`src/rtl/pp_accum_sequencer_pkg.sv`:
```
// rtl/pp_accum_sequencer_pkg.sv - shared constants, state encoding and width helper for the pp accumulation sequencer
package ppa_pkg;

    localparam int DEF_DATA_WIDTH   = 16;
    localparam int DEF_MAX_TERMS    = 16;
    localparam int DEF_DRAIN_CYCLES = 2;

    typedef enum logic [2:0] {
        ST_IDLE  = 3'd0,
        ST_CLEAR = 3'd1,
        ST_FEED  = 3'd2,
        ST_DRAIN = 3'd3,
        ST_HOLD  = 3'd4
    } state_e;

    function automatic int cnt_width(input int max_terms);
        return $clog2(max_terms + 1);
    endfunction

endpackage

```
`src/rtl/pp_accum_sequencer_if.sv`:
```
// rtl/pp_accum_sequencer_if.sv - job, term-stream, adder and result signals of the pp accumulation sequencer
interface pp_accum_sequencer_if
    import ppa_pkg::*;
#(
    parameter int DATA_WIDTH = DEF_DATA_WIDTH,
    parameter int MAX_TERMS  = DEF_MAX_TERMS
) ();

    localparam int CW = cnt_width(MAX_TERMS);

    logic                    job_start;
    logic [CW-1:0]           job_terms;
    logic                    job_ready;
    logic [DATA_WIDTH-1:0]   in_pp;
    logic                    in_pp_valid;
    logic                    in_pp_ready;
    logic                    ppa_clear;
    logic [DATA_WIDTH-1:0]   ppa_pp;
    logic                    ppa_pp_valid;
    logic [2*DATA_WIDTH-1:0] ppa_result;
    logic                    ppa_overflow;
    logic [2*DATA_WIDTH-1:0] res_data;
    logic                    res_overflow;
    logic                    res_valid;
    logic                    res_ready;
    logic                    busy;

    // The sequencer is the slave of the job/term/result traffic.
    modport slave (
        input  job_start, job_terms, in_pp, in_pp_valid, ppa_result, ppa_overflow, res_ready,
        output job_ready, in_pp_ready, ppa_clear, ppa_pp, ppa_pp_valid,
               res_data, res_overflow, res_valid, busy
    );

    modport master (
        output job_start, job_terms, in_pp, in_pp_valid, ppa_result, ppa_overflow, res_ready,
        input  job_ready, in_pp_ready, ppa_clear, ppa_pp, ppa_pp_valid,
               res_data, res_overflow, res_valid, busy
    );

endinterface

```
`src/rtl/pp_accum_sequencer.sv`:
```
// rtl/pp_accum_sequencer.sv - feeds a job's partial products into an external adder and captures the sum
module pp_accum_sequencer
    import ppa_pkg::*;
#(
    parameter int DATA_WIDTH   = DEF_DATA_WIDTH,
    parameter int MAX_TERMS    = DEF_MAX_TERMS,
    parameter int DRAIN_CYCLES = DEF_DRAIN_CYCLES
) (
    input  logic                 clk,
    input  logic                 reset,
    pp_accum_sequencer_if.slave  bus
);

    localparam int CW  = cnt_width(MAX_TERMS);
    localparam int DCW = (DRAIN_CYCLES > 1) ? $clog2(DRAIN_CYCLES) : 1;

    localparam logic [2:0] S_IDLE  = ST_IDLE;
    localparam logic [2:0] S_CLEAR = ST_CLEAR;
    localparam logic [2:0] S_FEED  = ST_FEED;
    localparam logic [2:0] S_DRAIN = ST_DRAIN;
    localparam logic [2:0] S_HOLD  = ST_HOLD;

    logic [2:0]              state_q, state_d;
    logic [CW-1:0]           cnt_q, cnt_d;
    logic [DCW-1:0]          drain_q, drain_d;
    logic                    ovf_q, ovf_d;
    logic                    job_ready_q, job_ready_d;
    logic                    busy_q, busy_d;
    logic                    in_pp_ready_q, in_pp_ready_d;
    logic                    ppa_clear_q, ppa_clear_d;
    logic [DATA_WIDTH-1:0]   ppa_pp_q, ppa_pp_d;
    logic                    ppa_pp_valid_q, ppa_pp_valid_d;
    logic [2*DATA_WIDTH-1:0] res_data_q, res_data_d;
    logic                    res_overflow_q, res_overflow_d;
    logic                    res_valid_q, res_valid_d;
    logic                    xfer;
    logic                    drain_last;

    always_comb begin
        state_d        = state_q;
        cnt_d          = cnt_q;
        drain_d        = drain_q;
        ovf_d          = ovf_q;
        ppa_pp_d       = ppa_pp_q;
        ppa_pp_valid_d = 1'b0;
        res_data_d     = res_data_q;
        res_overflow_d = res_overflow_q;
        xfer           = bus.in_pp_valid && in_pp_ready_q;
        drain_last     = (DRAIN_CYCLES <= 1) || (drain_q == DCW'(DRAIN_CYCLES - 1));

        case (state_q)
            S_IDLE: begin
                if (bus.job_start) begin
                    cnt_d   = (bus.job_terms > CW'(MAX_TERMS)) ? CW'(MAX_TERMS) : bus.job_terms;
                    state_d = S_CLEAR;
                end
            end
            S_CLEAR: begin
                ovf_d   = 1'b0;
                drain_d = '0;
                state_d = (cnt_q == '0) ? S_DRAIN : S_FEED;
            end
            S_FEED: begin
                ovf_d = ovf_q | bus.ppa_overflow;
                if (xfer) begin
                    ppa_pp_d       = bus.in_pp;
                    ppa_pp_valid_d = 1'b1;
                    cnt_d          = cnt_q - CW'(1);
                    if (cnt_q == CW'(1)) begin
                        state_d = S_DRAIN;
                    end
                end
            end
            S_DRAIN: begin
                // The final drain cycle's overflow is folded in before capture.
                ovf_d = ovf_q | bus.ppa_overflow;
                if (drain_last) begin
                    res_data_d     = bus.ppa_result;
                    res_overflow_d = ovf_d;
                    state_d        = S_HOLD;
                end else begin
                    drain_d = drain_q + DCW'(1);
                end
            end
            S_HOLD: begin
                if (res_valid_q && bus.res_ready) begin
                    state_d = S_IDLE;
                end
            end
            default: state_d = S_IDLE;
        endcase

        // Status outputs are decoded from the next state so they are registered yet aligned.
        job_ready_d   = (state_d == S_IDLE);
        busy_d        = (state_d != S_IDLE);
        in_pp_ready_d = (state_d == S_FEED);
        ppa_clear_d   = (state_d == S_CLEAR);
        res_valid_d   = (state_d == S_HOLD);
    end

    always_ff @(posedge clk or negedge reset) begin
        if (!reset) begin
            state_q        <= S_IDLE;
            cnt_q          <= '0;
            drain_q        <= '0;
            ovf_q          <= 1'b0;
            job_ready_q    <= 1'b1;
            busy_q         <= 1'b0;
            in_pp_ready_q  <= 1'b0;
            ppa_clear_q    <= 1'b0;
            ppa_pp_q       <= '0;
            ppa_pp_valid_q <= 1'b0;
            res_data_q     <= '0;
            res_overflow_q <= 1'b0;
            res_valid_q    <= 1'b0;
        end else begin
            state_q        <= state_d;
            cnt_q          <= cnt_d;
            drain_q        <= drain_d;
            ovf_q          <= ovf_d;
            job_ready_q    <= job_ready_d;
            busy_q         <= busy_d;
            in_pp_ready_q  <= in_pp_ready_d;
            ppa_clear_q    <= ppa_clear_d;
            ppa_pp_q       <= ppa_pp_d;
            ppa_pp_valid_q <= ppa_pp_valid_d;
            res_data_q     <= res_data_d;
            res_overflow_q <= res_overflow_d;
            res_valid_q    <= res_valid_d;
        end
    end

    assign bus.job_ready    = job_ready_q;
    assign bus.busy         = busy_q;
    assign bus.in_pp_ready  = in_pp_ready_q;
    assign bus.ppa_clear    = ppa_clear_q;
    assign bus.ppa_pp       = ppa_pp_q;
    assign bus.ppa_pp_valid = ppa_pp_valid_q;
    assign bus.res_data     = res_data_q;
    assign bus.res_overflow = res_overflow_q;
    assign bus.res_valid    = res_valid_q;

endmodule

```
`src/flat_wrapper.sv`:
```
// flat-port wrapper written by rule: the top's interface ports become plain ports
module pp_accum_sequencer_flat import ppa_pkg::*;
#(
    parameter int DATA_WIDTH   = DEF_DATA_WIDTH,
    parameter int MAX_TERMS    = DEF_MAX_TERMS,
    parameter int DRAIN_CYCLES = DEF_DRAIN_CYCLES
)
  (clk, reset, bus_job_start, bus_job_terms, bus_in_pp, bus_in_pp_valid, bus_ppa_result, bus_ppa_overflow, bus_res_ready, bus_job_ready, bus_in_pp_ready, bus_ppa_clear, bus_ppa_pp, bus_ppa_pp_valid, bus_res_data, bus_res_overflow, bus_res_valid, bus_busy);
  pp_accum_sequencer_if #(.DATA_WIDTH(DATA_WIDTH), .MAX_TERMS(MAX_TERMS)) bus_i ();
  input  logic clk;
  input  logic reset;
  input wire logic [$bits(bus_i.job_start)-1:0] bus_job_start;
  input wire logic [$bits(bus_i.job_terms)-1:0] bus_job_terms;
  input wire logic [$bits(bus_i.in_pp)-1:0] bus_in_pp;
  input wire logic [$bits(bus_i.in_pp_valid)-1:0] bus_in_pp_valid;
  input wire logic [$bits(bus_i.ppa_result)-1:0] bus_ppa_result;
  input wire logic [$bits(bus_i.ppa_overflow)-1:0] bus_ppa_overflow;
  input wire logic [$bits(bus_i.res_ready)-1:0] bus_res_ready;
  output wire logic [$bits(bus_i.job_ready)-1:0] bus_job_ready;
  output wire logic [$bits(bus_i.in_pp_ready)-1:0] bus_in_pp_ready;
  output wire logic [$bits(bus_i.ppa_clear)-1:0] bus_ppa_clear;
  output wire logic [$bits(bus_i.ppa_pp)-1:0] bus_ppa_pp;
  output wire logic [$bits(bus_i.ppa_pp_valid)-1:0] bus_ppa_pp_valid;
  output wire logic [$bits(bus_i.res_data)-1:0] bus_res_data;
  output wire logic [$bits(bus_i.res_overflow)-1:0] bus_res_overflow;
  output wire logic [$bits(bus_i.res_valid)-1:0] bus_res_valid;
  output wire logic [$bits(bus_i.busy)-1:0] bus_busy;
  assign bus_i.job_start = bus_job_start;
  assign bus_i.job_terms = bus_job_terms;
  assign bus_i.in_pp = bus_in_pp;
  assign bus_i.in_pp_valid = bus_in_pp_valid;
  assign bus_i.ppa_result = bus_ppa_result;
  assign bus_i.ppa_overflow = bus_ppa_overflow;
  assign bus_i.res_ready = bus_res_ready;
  assign bus_job_ready = bus_i.job_ready;
  assign bus_in_pp_ready = bus_i.in_pp_ready;
  assign bus_ppa_clear = bus_i.ppa_clear;
  assign bus_ppa_pp = bus_i.ppa_pp;
  assign bus_ppa_pp_valid = bus_i.ppa_pp_valid;
  assign bus_res_data = bus_i.res_data;
  assign bus_res_overflow = bus_i.res_overflow;
  assign bus_res_valid = bus_i.res_valid;
  assign bus_busy = bus_i.busy;
  pp_accum_sequencer #(.DATA_WIDTH(DATA_WIDTH), .MAX_TERMS(MAX_TERMS), .DRAIN_CYCLES(DRAIN_CYCLES)) u_core (.clk(clk), .reset(reset), .bus(bus_i));
endmodule
```
`config.mk`:
```
export PLATFORM = sky130hd
export DESIGN_NAME = pp_accum_sequencer_flat
export DESIGN_NICKNAME = d
export VERILOG_FILES = /design/src/rtl/pp_accum_sequencer_pkg.sv /design/src/rtl/pp_accum_sequencer_if.sv /design/src/rtl/pp_accum_sequencer.sv /design/src/flat_wrapper.sv
export SDC_FILE = /design/constraint.sdc
export NUM_CORES = 1
export LEC_CHECK = 0
export CORE_ASPECT_RATIO = 0.7
export CORE_MARGIN = 1
export CORE_UTILIZATION = 25
export DETAILED_ROUTE_END_ITERATION = 12
export GPL_ROUTABILITY_DRIVEN = 0
export GPL_TIMING_DRIVEN = 0
export RECOVER_POWER = 100
export REMOVE_ABC_BUFFERS = 1
export SLEW_MARGIN = 20
export SYNTH_ARGS = -nofsm -noshare
export SYNTH_HDL_FRONTEND = slang
export SYNTH_SLANG_ARGS = --single-unit
```
`constraint.sdc`:
```
create_clock -name clk -period 2.3 [get_ports clk]
set_clock_uncertainty 0.2 [all_clocks]
set_input_delay 0.23 -clock clk [delete_from_list [all_inputs] [get_ports clk]]
set_output_delay 0.23 -clock clk [all_outputs]
set_load 0.01 [all_outputs]
```
==> flow_metrics.py <==
metrics = {
    "outcome": {
        "status": "finished clean",
    },
    "power_and_ir_drop": {
        "switchingPower_w": 0.00179,
        "internal-power_w": 0.00396,
        "p_sw_frac": 0.311,
        "power.leakage_nw": 1.80,
        "peakVddDrop_mv": 0.624,
        "clkPwrFrac": 0.237,
        "seqPwrFrac": 0.359,
        "comb_power_share": 0.403,
        "p_per_area_nw_per_um2": 1360,
    },
    "sta": {
        "worst_pin_slew_ps": 842,
        "setup_ws_ps": 216,
        "rsz0062_at_grt": "no",
        "relSlewSlack": 0.439,
        "fin_crit_ps": 2080,
        "period_share": 0.906,
        "final_hold_viol_count": 0,
        "max_freq_mhz": 480,
        "setup_tns_ps": 0,
        "slew_viol_final": 0,
        "finalSetupViolCount": 0,
        "holdWs_ps": 282,
    },
    "global_route": {
        "grt_pass1_wl_um": 9840,
        "top_usage_layer": "met2",
        "antenna_found_initial": 0,
        "grt-ovfl-total": 0,
        "met3_usage": 0.0664,
        "grt_max_degree": 37,
        "use_met2": 0.174,
        "globalRouteTotalUtil": 0.116,
        "grt_pass1_vias": 1973,
        "use_met1": 0.141,
    },
    "clock_network": {
        "h-tree-depth": 3,
        "clkSinkCount": 65,
        "numCtsBuffers": 9,
        "root_buffer": "clkbuf_16",
        "cts_setup_buffers": 0,
        "tritoncts": "yes",
        "cts_max_path_buffers": 2,
        "clk_latency_ps": 330,
        "clkTransAtPathRegs_ps": 60,
    },
    "routing": {
        "wire_per_inst_um": 13.5,
        "drt_iter0_drc": 74,
        "dr.pass1.iters": 4,
        "drc": 0,
        "vias": 1894,
        "via_per_inst": 4.29,
        "antenna_left": 0,
        "routed_wl_um": 5950,
    },
    "synthesis": {
        "synth.top_cell.area_share": 0.594,
        "synth_warnings": 0,
        "yosys_register_bits": 65,
        "synth_top_area_cell": "dfrtp_1",
        "synth-edff-count": 0,
        "synth_area_leaders": "dfrtp_1 59%, mux2_2 17%, mux2_4 5.0%",
        "syn_area_um2": 2700,
        "async_flop_share": 1.00,
        "yosysSeqAreaShare": 0.603,
        "ys.flop_type": "dfrtp_1",
        "syn_inst": 188,
        "post_synth.cell_area_avg_um2": 14.3,
        "synth_cell_types": 33,
    },
    "placement": {
        "pre_cts_ws_ps": 145,
        "dpl_cell_area_um2": 3950,
        "dpl.hpwl_um": 4250,
        "io_buffers": 113,
    },
    "setup_path": {
        "ff2ff_setup_slack_ps": 220,
        "worstSetupPathType": "flip-flop to flip-flop",
        "worst-path-max-fanout": 17,
        "arrival_ps": 2090,
        "cp.required_ps": 2310,
        "end_kind": "flip-flop",
        "startpoint_type": "flip-flop",
    },
    "floorplan": {
        "num_rows": 31,
        "dieArea_um2": 11200,
        "die_width_um": 126,
        "floorplan.initialDensity": 0.259,
        "die_h_um": 88.9,
        "ios": 114,
        "core_um2": 10400,
    },
    "final_layout": {
        "area_delta_synth_final_pct": 56.5,
        "regArea_um2": 1630,
        "fin_area_um2": 4220,
        "nFillCells": 1010,
        "nets": 367,
        "fin_util": 0.405,
        "multi_input_area_um2": 953,
        "antenna-diode-count": 0,
        "drive_above_1_share": 0.203,
    },
    "flow_run": {
        "max_cap_violations": 0,
    },
    "worst_hold_path": {
        "worstHoldPathType": "flip-flop to flip-flop",
    },
}
cell type report:
| class | instances | share of cell area |
|---|---|---|
| Sequential cell | 65 | 0.386 |
| Clock inverter | 3 | 0.00948 |
| Inverter | 5 | 0.00445 |
| Multi-Input combinational cell | 109 | 0.226 |
| Timing Repair Buffer | 115 | 0.274 |
| Clock buffer | 13 | 0.0616 |
| Tap cell | 132 | 0.0391 |
final timing paths:
kind	startpoint	endpoint	depth (start not counted)
max in group asynchronous	reset	u_core.bus.res_data[5]$_DFFE_PN0P_	3
max	u_core.state_q[1]$_DFF_PN0_	u_core.bus.ppa_pp[0]$_DFFE_PN0P_	3
min reg2reg	u_core.bus.ppa_pp[13]$_DFFE_PN0P_	u_core.bus.ppa_pp[13]$_DFFE_PN0P_	1
max reg2reg	u_core.state_q[1]$_DFF_PN0_	u_core.bus.ppa_pp[0]$_DFFE_PN0P_	3
min	u_core.bus.ppa_pp[13]$_DFFE_PN0P_	u_core.bus.ppa_pp[13]$_DFFE_PN0P_	1
min in group asynchronous	reset	u_core.cnt_q[4]$_DFFE_PN0P_	2
routing by layer:
layer,vias up,share of wire
li1,903,-
met3,7,0.094
met5,-,0
met4,0,0.012
met1,919,0.44
met2,65,0.45
cell usage after synthesis (3+ instances only):
master   instances
dfrtp_1         64
mux2_2          40
mux2_4           9
nor2_1           9
nand2_1          8
buf_2            6
nor3_1           6
o21ai_0          6
a21oi_1          5
inv_1            5
ha_1             3
power by group through the flow:
stage	Sequential [W]	Combinational (W)	Clock (W)
floorplan	0.00229	0.00107	0
global placement	0.00207	0.00259	0
detailed placement	0.00211	0.00262	0
CTS	0.00210	0.00263	0.00142
global route	0.00216	0.00253	0.00147
finish	0.00207	0.00232	0.00136
sequential cells by signal, summed over array words and instances (netlist names):
register and flops:
u_core.bus.ppa_pp_valid 1, u_core.bus.res_valid 1, u_core.bus.job_ready 1, u_core.bus.busy 1, u_core.bus.res_data 32, u_core.bus.ppa_pp 16, u_core.bus.ppa_clear 1, u_core.cnt_q 5
u_core.bus.in_pp_ready 1, u_core.bus.res_overflow 1, u_core.state_q 3, u_core.drain_last 1, u_core.ovf_q 1
critical path, cell delays in order, from the launching register on:
cell,delay (ps)
dfrtp_1,590
or3b_4,500
nor2_8,280
mux2_2,380
what timing repair did:
| action | 4_1_cts | 5_1_grt |
|---|---|---|
| endpoints found under the hold margin | 32 | 0 |
| gates resized for setup | 0 | 0 |
| hold buffers | 1 | 0 |
| setup endpoints to repair | 0 | 0 |
layout by cell type, fill, tap and decap left out, drive strengths merged, types with 3 or more instances in the layout:
| cell | instances |
|---|---|
| mux2 | 49 |
| and3 | 3 |
| a21oi | 5 |
| nor2 | 10 |
| clkdlybuf4s50 | 57 |
| dlygate4sd3 | 56 |
| nand2 | 8 |
| nor3 | 6 |
| inv | 5 |
| clkbuf | 14 |
| o21ai | 6 |
| ha | 3 |
| dfrtp | 64 |
per-stage QoR:
stage,instances,total power [W]
after floorplan,179,0.00336
after global placement,424,0.00466
after detailed placement,425,0.00472
after CTS,442,0.00615
after global routing,442,0.00616
final,442,0.00575
cells by family (layout without fill, tap and decap cells):
| family | count (synthesis) | in the layout | share of synthesized area |
|---|---|---|---|
| compound gates | 22 | 22 | 0.0533 |
| buf+inv | 14 | 136 | 0.0339 |
| fa+ha+maj | 3 | 3 | 0.0139 |
| simple gates | 34 | 34 | 0.0751 |
| mux | 49 | 49 | 0.217 |
| flops | 65 | 65 | 0.603 |
| xor+xnor | 1 | 1 | 0.00325 |
Note: power is estimated with default switching activity, not from simulation.
